### config.mk
export PLATFORM = sky130hd
export DESIGN_NAME = mai_forward_addr_gen_flat
export DESIGN_NICKNAME = d
export VERILOG_FILES = /design/src/rtl/mai_forward_addr_gen_if.sv /design/src/rtl/mai_forward_addr_gen.sv /design/src/flat_wrapper.sv
export SDC_FILE = /design/constraint.sdc
export NUM_CORES = 1
export LEC_CHECK = 0
export ABC_AREA = 1
export BUFFER_PORTS_ARGS = -buffer_cell sky130_fd_sc_hd__buf_2
export CORE_UTILIZATION = 54
export CTS_CLUSTER_SIZE = 40
export DETAILED_ROUTE_END_ITERATION = 10
export GPL_TIMING_DRIVEN = 0
export PLACE_DENSITY = 0.78
export SYNTH_ARGS = -nofsm -noshare
export SYNTH_HDL_FRONTEND = slang
export SYNTH_SLANG_ARGS = --single-unit
### constraint.sdc
create_clock -name vga_clk -period 4.4 [get_ports vga_clk]
set_clock_uncertainty 0.2 [all_clocks]
set_input_delay 0.88 -clock vga_clk [delete_from_list [all_inputs] [get_ports vga_clk]]
set_output_delay 0.88 -clock vga_clk [all_outputs]
set_load 0.005 [all_outputs]
### src/rtl/mai_forward_addr_gen_if.sv
// Bundle between the VGA timing/sprite logic and Mai's forward-walk address generator.
// master drives scan position and sprite state; slave returns the ROM address.
interface mai_forward_addr_gen_if;
  logic        frame_start;
  logic [9:0]  draw_x;
  logic [9:0]  draw_y;
  logic [9:0]  sprite_x;
  logic [9:0]  sprite_y;
  logic        walk;
  logic [15:0] rom_address;
  logic        in_sprite;
  logic [2:0]  anim_frame;

  modport master (
    output frame_start,
    output draw_x,
    output draw_y,
    output sprite_x,
    output sprite_y,
    output walk,
    input  rom_address,
    input  in_sprite,
    input  anim_frame
  );

  modport slave (
    input  frame_start,
    input  draw_x,
    input  draw_y,
    input  sprite_x,
    input  sprite_y,
    input  walk,
    output rom_address,
    output in_sprite,
    output anim_frame
  );
endinterface

### src/rtl/mai_forward_addr_gen.sv
// Sprite ROM address generator for Mai's forward walk.
// Position and walk state are latched per video frame to avoid tearing.
module mai_forward_addr_gen #(
  parameter int SPR_W      = 80,
  parameter int SPR_H      = 120,
  parameter int N_FRAMES   = 6,
  parameter int FRAME_HOLD = 6
) (
  input logic                  vga_clk,
  input logic                  reset_n,
  mai_forward_addr_gen_if.slave bus
);

  localparam int FRAME_SZ = SPR_W * SPR_H;
  localparam int HW = (FRAME_HOLD > 1) ? $clog2(FRAME_HOLD) : 1;

  localparam logic [0:0] IDLE = 1'b0;
  localparam logic [0:0] WALK = 1'b1;

  logic [9:0]    sx_q;
  logic [9:0]    sy_q;
  logic [0:0]    state_q, state_d;
  logic [HW-1:0] hold_q, hold_d, hold_cur;
  logic [2:0]    frame_q, frame_d;
  logic [16:0]   base_q, base_d;
  logic [15:0]   addr_q;
  logic          hit_q;

  // state_q doubles as the latched walk flag: WALK iff walk was 1 last frame_start
  always_ff @(posedge vga_clk or negedge reset_n) begin
    if (!reset_n) begin
      sx_q <= '0;
      sy_q <= '0;
    end else if (bus.frame_start) begin
      sx_q <= bus.sprite_x;
      sy_q <= bus.sprite_y;
    end
  end

  assign hold_cur = (state_q == IDLE) ? '0 : hold_q;

  always_comb begin
    state_d = state_q;
    hold_d  = hold_q;
    frame_d = frame_q;
    base_d  = base_q;
    if (bus.frame_start) begin
      if (bus.walk) begin
        state_d = WALK;
        if (hold_cur == HW'(FRAME_HOLD - 1)) begin
          hold_d = '0;
          if (frame_q == 3'(N_FRAMES - 1)) begin
            frame_d = '0;
            base_d  = '0;
          end else begin
            frame_d = frame_q + 3'd1;
            base_d  = base_q + 17'(FRAME_SZ);
          end
        end else begin
          hold_d = hold_cur + HW'(1);
        end
      end else begin
        state_d = IDLE;
        hold_d  = '0;
        frame_d = '0;
        base_d  = '0;
      end
    end
  end

  always_ff @(posedge vga_clk or negedge reset_n) begin
    if (!reset_n) begin
      state_q <= IDLE;
      hold_q  <= '0;
      frame_q <= '0;
      base_q  <= '0;
    end else begin
      state_q <= state_d;
      hold_q  <= hold_d;
      frame_q <= frame_d;
      base_q  <= base_d;
    end
  end

  // 11-bit bounds so a sprite hugging x=639 / y=479 cannot wrap
  logic [10:0] x_end, y_end;
  logic        hit;
  logic [9:0]  rel_x, rel_y;
  logic [16:0] addr;

  assign x_end = {1'b0, sx_q} + 11'(SPR_W);
  assign y_end = {1'b0, sy_q} + 11'(SPR_H);

  assign hit = ({1'b0, bus.draw_x} >= {1'b0, sx_q})
             & ({1'b0, bus.draw_x} <  x_end)
             & ({1'b0, bus.draw_y} >= {1'b0, sy_q})
             & ({1'b0, bus.draw_y} <  y_end);

  assign rel_x = bus.draw_x - sx_q;
  assign rel_y = bus.draw_y - sy_q;
  assign addr  = base_q
               + 17'(rel_y) * 17'(SPR_W)
               + 17'(rel_x);

  always_ff @(posedge vga_clk or negedge reset_n) begin
    if (!reset_n) begin
      addr_q <= '0;
      hit_q  <= 1'b0;
    end else begin
      hit_q  <= hit;
      addr_q <= hit ? addr[15:0] : 16'd0;
    end
  end

  assign bus.rom_address = addr_q;
  assign bus.in_sprite   = hit_q;
  assign bus.anim_frame  = frame_q;

endmodule
### src/flat_wrapper.sv
// flat-port wrapper written by rule: the top's interface ports become plain ports
module mai_forward_addr_gen_flat 
#(
  parameter int SPR_W      = 80,
  parameter int SPR_H      = 120,
  parameter int N_FRAMES   = 6,
  parameter int FRAME_HOLD = 6
)
  (vga_clk, reset_n, bus_frame_start, bus_draw_x, bus_draw_y, bus_sprite_x, bus_sprite_y, bus_walk, bus_rom_address, bus_in_sprite, bus_anim_frame);
  mai_forward_addr_gen_if bus_i ();
  input logic vga_clk;
  input logic reset_n;
  input wire logic [$bits(bus_i.frame_start)-1:0] bus_frame_start;
  input wire logic [$bits(bus_i.draw_x)-1:0] bus_draw_x;
  input wire logic [$bits(bus_i.draw_y)-1:0] bus_draw_y;
  input wire logic [$bits(bus_i.sprite_x)-1:0] bus_sprite_x;
  input wire logic [$bits(bus_i.sprite_y)-1:0] bus_sprite_y;
  input wire logic [$bits(bus_i.walk)-1:0] bus_walk;
  output wire logic [$bits(bus_i.rom_address)-1:0] bus_rom_address;
  output wire logic [$bits(bus_i.in_sprite)-1:0] bus_in_sprite;
  output wire logic [$bits(bus_i.anim_frame)-1:0] bus_anim_frame;
  assign bus_i.frame_start = bus_frame_start;
  assign bus_i.draw_x = bus_draw_x;
  assign bus_i.draw_y = bus_draw_y;
  assign bus_i.sprite_x = bus_sprite_x;
  assign bus_i.sprite_y = bus_sprite_y;
  assign bus_i.walk = bus_walk;
  assign bus_rom_address = bus_i.rom_address;
  assign bus_in_sprite = bus_i.in_sprite;
  assign bus_anim_frame = bus_i.anim_frame;
  mai_forward_addr_gen #(.SPR_W(SPR_W), .SPR_H(SPR_H), .N_FRAMES(N_FRAMES), .FRAME_HOLD(FRAME_HOLD)) u_core (.vga_clk(vga_clk), .reset_n(reset_n), .bus(bus_i));
endmodule
==> impl_metrics.tcl, run 1 <==
set metrics [dict create \
    hpwlAfterDp_um 8940 \
    die-area_mm2 0.00939 \
    r2r-end "u_core.bus.rom_address[15]$_DFF_PN0_" \
    grt_pass1_vias 4547 \
    clkSinkCount 53 \
    grt_setup_unrepaired "true" \
    worst_setup_path_end_kind "flip-flop" \
    drc 0 \
    cts_tree "built" \
    drive_above_1_share 0.255 \
    tightest_slew_ps 682 \
    path_max_fanout 4 \
    synth-seq-area-share 0.273 \
    num-fill-cells 711 \
    ant_nets 0 \
    crit_required_ps 4410 \
    finalSetupTns_ps -1400 \
    nets 856 \
    ios 64 \
    reg2reg_depth 33 \
    netlist_area_mm2 0.00486 \
    clock_latency_ps 320 \
    overflow 0 \
    yosys_register_bits 53 \
    gp_congestion 0.881 \
    synth_area_leader_cell "dfrtp_1" \
    synthCells 644 \
    failed_checks "setup timing" \
    slew_viol_final 0 \
    cts_buffer_depth 2 \
    cpMaxStageDelayCell "fa_1" \
    first_iter_violations 261 \
    rows 34 \
    critical_path_class "input port to flip-flop" \
    diodes 0 \
    ir_worst_vdd_uv 817 \
    maxCapViolations 0 \
    cts_made_buffers 5 \
    ys_types 40 \
    routed_wl_um 11800 \
    timing.final.ws_setup_ps -340 \
    powerDensity_mw_per_mm2 785 \
    period_share 1.08 \
    min_path_type "flip-flop to flip-flop" \
    relSlewSlack 0.545 \
    cp_common_cell "nor2_1" \
    final_common_cell "nand2_1" \
    synth_ff_type "dfrtp_1" \
    rrSetupSlack_ps -110 \
    critPathTopFamily "adder cells" \
    dp_cells 817 \
    io_buffers 62 \
    vias_per_cell 5.38 \
    netlist_top_cells_area "dfrtp_1, ha_1, nand2_1" \
    yosysTopAreaCellShare 0.273 \
    setup_violations 7 \
    start_util 0.558 \
    fmax_mhz 211 \
    p_leak_nw 3.17 \
    hold_depth 1 \
    holdCritStartpoint "u_core.hold_q[2]$_DFFE_PN0P_" \
    min_to "u_core.hold_q[2]$_DFFE_PN0P_" \
    drt_first_pass_iters 5 \
    wl_per_cell_um 14.0 \
    avgSynthCellArea_um2 7.55 \
    yosysWarnings 0 \
    async_reset_ff_frac 1.00 \
    cts_root_buffer "clkbuf_8" \
    clkTransAtPathRegs_ps 100 \
    die_h_um 96.9 \
    dp_worst_setup_slack_ps -889 \
    crit_buf_inv 7 \
    whs_ps 316 \
    core_mm2 0.00872 \
    cp.arrival_ps 4750 \
    instances_no_fill 842 \
    synth_edf_count 0 \
    htreeDepth 2 \
    cp-start-kind "input port" \
    status "finished with violations" \
    area_growth_pct 24.9 \
    num_vias 4527 \
    grt_max_degree 54 \
    hold_violations 0 \
    grt_use_total 0.259 \
    critPathMaxStageDelay_ps 550 \
    r2r-start "u_core.sy_q[5]$_DFFE_PN0P_" \
    period_needed_ps 4740 \
    antenna_found_initial 0 \
    mostFrequentLayoutCells "nand2_1, inv_1, buf_2" \
    die_width_um 96.9 \
    grt_pass1_wl_um 20000 \
]
==> metal layers <==
metal / share of wire / vias to the layer above / track usage
met3: 0.038 / 12 / 0.0311
met2: 0.51 / 112 / 0.467
met5: 0 / - / 0
li1: - / 2282 / -
met1: 0.44 / 2121 / 0.325
met4: 0.012 / 0 / 0.0677
==> how the worst max path moves through the flow <==
| stage | startpoint | end | slack, ps | cells after the start |
|---|---|---|---|---|
| after detailed placement | bus_draw_y[0] | u_core.bus.rom_address[15]$_DFF_PN0_ | -890 | 33 |
| after global placement | bus_draw_y[0] | u_core.bus.rom_address[15]$_DFF_PN0_ | -850 | 33 |
| after floorplan | bus_draw_y[0] | u_core.bus.rom_address[15]$_DFF_PN0_ | -210 | 32 |
| after CTS | bus_draw_y[0] | u_core.bus.rom_address[15]$_DFF_PN0_ | -160 | 33 |
| final | bus_draw_y[0] | u_core.bus.rom_address[15]$_DFF_PN0_ | -340 | 25 |
| after global routing | bus_draw_y[5] | u_core.bus.rom_address[15]$_DFF_PN0_ | -560 | 33 |
==> registers in the layout, summed over array words and instances, names as in the netlist <==
register                cells
u_core.hold_q               3
u_core.sy_q                10
u_core.sx_q                10
u_core.bus.anim_frame       3
u_core.base_q               9
u_core.bus.in_sprite        1
u_core.state_q              1
u_core.bus.rom_address     16
==> logic make-up after synthesis <==
family                   count (synthesis)  synth area share
AND/OR/NAND/NOR                        257             0.229
XOR/XNOR                                41            0.0739
adder cells (fa/ha/maj)                 79             0.214
multiplexers                             2           0.00463
AO/OA/AOI/OAI                          104             0.119
other                                    2           0.00154
buffers and inverters                  106            0.0844
flip-flops                              53             0.273
==> area by class of cell <==
type                       count  area, µm²  area share
tap                          108        135      0.0222
buffer                         7       38.8     0.00639
clock buffer                   6       82.6      0.0136
inverter                      99        387      0.0637
multi-input combinational    488       3600       0.593
clock inverter                 2       37.5     0.00618
timing repair buffer          79        467      0.0768
sequential                    53       1330       0.218
==> power by group <==
group	total (mW)	internal, mW	switching (mW)
logic	3.78	1.69	2.09
clock network	0.361	0.185	0.176
registers	0.625	0.571	0.0539
==> synth_stat cells, drive strengths merged (4+ instances only) <==
library cell    n
nand4          14
o21ai          37
a21oi          43
fa              7
nand2         132
nor3           11
ha             72
nand3          34
inv            97
a21o            6
nor2           61
dfrtp          53
xnor2          13
xor2           28
clkbuf          4
==> through the flow <==
stage                     instance area [µm²]  power, mW   util
final                                    6070       4.77  0.696
after CTS                                5950       4.35  0.682
after floorplan                          5050       2.93      -
after global placement                   5500       3.43  0.630
after detailed placement                 5500       3.48  0.630
after global routing                     6070       5.17  0.696
==> worst reg2reg max path, delay by kind of cell, from the launching register on <==
kind | cells | cell delay, ps
xor+xnor | 2 | 350
simple gates | 16 | 1140
flops | 1 | 420
compound gates | 4 | 590
buf+inv | 7 | 490
fa+ha+maj | 4 | 1210
==> what timing repair did <==
item                                    in CTS  in global routing
endpoints found under the setup margin       7                  7
pin swaps                                   37                 34
setup buffers                               15                  2
hold buffers                                 0                  0
hold endpoints to repair                     0                  0
resized for setup                           33                 24
Power figures use the tool's default switching activity.
==> run 2: changes to the inputs <==
CORE_UTILIZATION = 59   (was 54)
PLACE_DENSITY = 0.81   (was 0.78)
clock period = 5.1 ns   (was 4.4 ns; I/O delays follow)
==> impl_metrics.tcl, run 2 (same netlist as run 1, synthesis figures left out) <==
set metrics [dict create \
    cp-start-kind "input port" \
    die_h_um 92.8 \
    cts_hold_buf 0 \
    period_needed_ps 4910 \
    start_util 0.620 \
    path_max_fanout 4 \
    cp.arrival_ps 4970 \
    cts_made_buffers 5 \
    drc 0 \
    worst_setup_path_end_kind "flip-flop" \
    ir_worst_vdd_uv 721 \
    dp_worst_setup_slack_ps -406 \
    cts_root_buffer "clkbuf_8" \
    mostFrequentLayoutCells "nand2_1, inv_1, ha_1" \
    wl_per_cell_um 14.0 \
    die_width_um 92.8 \
    rows 32 \
    clock_latency_ps 320 \
    met1_usage 0.360 \
    period_share 0.963 \
    core_mm2 0.00785 \
    ios 64 \
    nets 847 \
    hold_violations 0 \
    timing.final.ws_setup_ps 187 \
    first_iter_violations 231 \
    use_met3 0.0271 \
    gp_congestion 0.960 \
    die-area_mm2 0.00861 \
    use_met2 0.477 \
    slew_viol_final 0 \
    ant_nets 0 \
    clkSinkCount 53 \
    fmax_mhz 204 \
    grt_setup_unrepaired "true" \
    fin_util 0.724 \
    relSlewSlack 0.206 \
    min_path_type "flip-flop to flip-flop" \
    top_usage_layer "met2" \
    grt_pass1_vias 4311 \
    powerDensity_mw_per_mm2 590 \
    dpl_cell_area_mm2 0.00531 \
    maxCapViolations 0 \
    critical_path_class "input port to flip-flop" \
    largest_reg_flops 16 \
    cts_buffer_depth 2 \
    final_common_cell "nand2_1" \
    diodes 0 \
    hpwlAfterDp_um 8910 \
    crit_required_ps 5150 \
    grt_use_total 0.275 \
    p_leak_nw 3.07 \
    grt_pass1_wl_um 18900 \
    grt_max_degree 54 \
    tightest_slew_ps 1190 \
    vias_per_cell 5.44 \
    antenna_found_initial 0 \
    num_vias 4502 \
    final_area_mm2 0.00568 \
    cts_tree "built" \
    overflow 0 \
    routed_wl_um 11600 \
    io_buffers 62 \
    drt_first_pass_iters 5 \
    area_growth_pct 16.9 \
    htreeDepth 2 \
    clkTransAtPathRegs_ps 100 \
    drive_above_1_share 0.188 \
    status "finished clean" \
    setup_violations 0 \
]
## run 2: final cells by class
type	instances	area, µm²
plain buffers	7	38.8
flip-flops and latches	53	1330
repair buffers	70	377
fillers	632	2160
multi-input cells	488	3320
clock inverters	2	37.5
clock buffers	6	82.6
well taps	102	128
inverters	99	377
## run 2: path summary, 6_finish.rpt
kind | slack, ps | endpoint | start | cells after the start
setup / recovery | 190 | u_core.bus.rom_address[14]$_DFF_PN0_ | bus_draw_y[0] | 23
hold / removal | 330 | u_core.sx_q[0]$_DFFE_PN0P_ | u_core.sx_q[0]$_DFFE_PN0P_ | 1
setup reg to reg | 540 | u_core.bus.rom_address[15]$_DFF_PN0_ | u_core.sy_q[3]$_DFFE_PN0P_ | 33
hold reg to reg | 330 | u_core.sx_q[0]$_DFFE_PN0P_ | u_core.sx_q[0]$_DFFE_PN0P_ | 1
max in group asynchronous | 3240 | u_core.base_q[11]$_DFFE_PN0P_ | reset_n | 1
min in group asynchronous | 750 | u_core.bus.in_sprite$_DFF_PN0_ | reset_n | 1
## run 2: worst max-delay path, cell delays in order
cell,delay [ps]
buf_6,90
inv_4,40
ha_4,130
inv_4,40
fa_2,390
a21oi_2,160
o21ai_2,100
xor2_2,170
ha_1,330
fa_1,470
nand3_1,100
nand3_2,120
a31oi_2,180
xor2_1,180
inv_1,60
ha_1,310
ha_4,310
inv_1,90
o31ai_2,270
a21oi_1,90
nand3b_1,100
nand2_1,80
nor2_2,110
## run 2: power by group
part | internal, mW | switching, mW | leakage, nW
registers | 0.493 | 0.0448 | 0.684
logic | 1.01 | 1.50 | 2.33
clock network | 0.160 | 0.149 | 0.0574
total | 1.66 | 1.69 | 3.07
## run 2: stage by stage
step,setup TNS (ps),hold slack [ps],power (mW),cells
final,0,328,3.35,827
after global routing,-134,354,3.68,827
after CTS,0,326,3.15,821
after detailed placement,-1570,307,2.69,811
after global placement,-1270,279,2.63,811
after floorplan,0,255,2.24,647
## run 2: routing by layer
| layer | vias to the layer above | wire (µm) |
|---|---|---|
| li1 | 2262 | - |
| met2 | 112 | 5870 |
| met1 | 2107 | 5120 |
| met4 | 0 | 218 |
| met3 | 21 | 398 |
| met5 | - | 0 |
## run 2: timing repair
action / 4_1_cts / 5_1_grt
resized for setup: 13 / 26
setup endpoints to repair: 2 / 5
pin swaps: 3 / 24
buffers inserted: 2 / 6
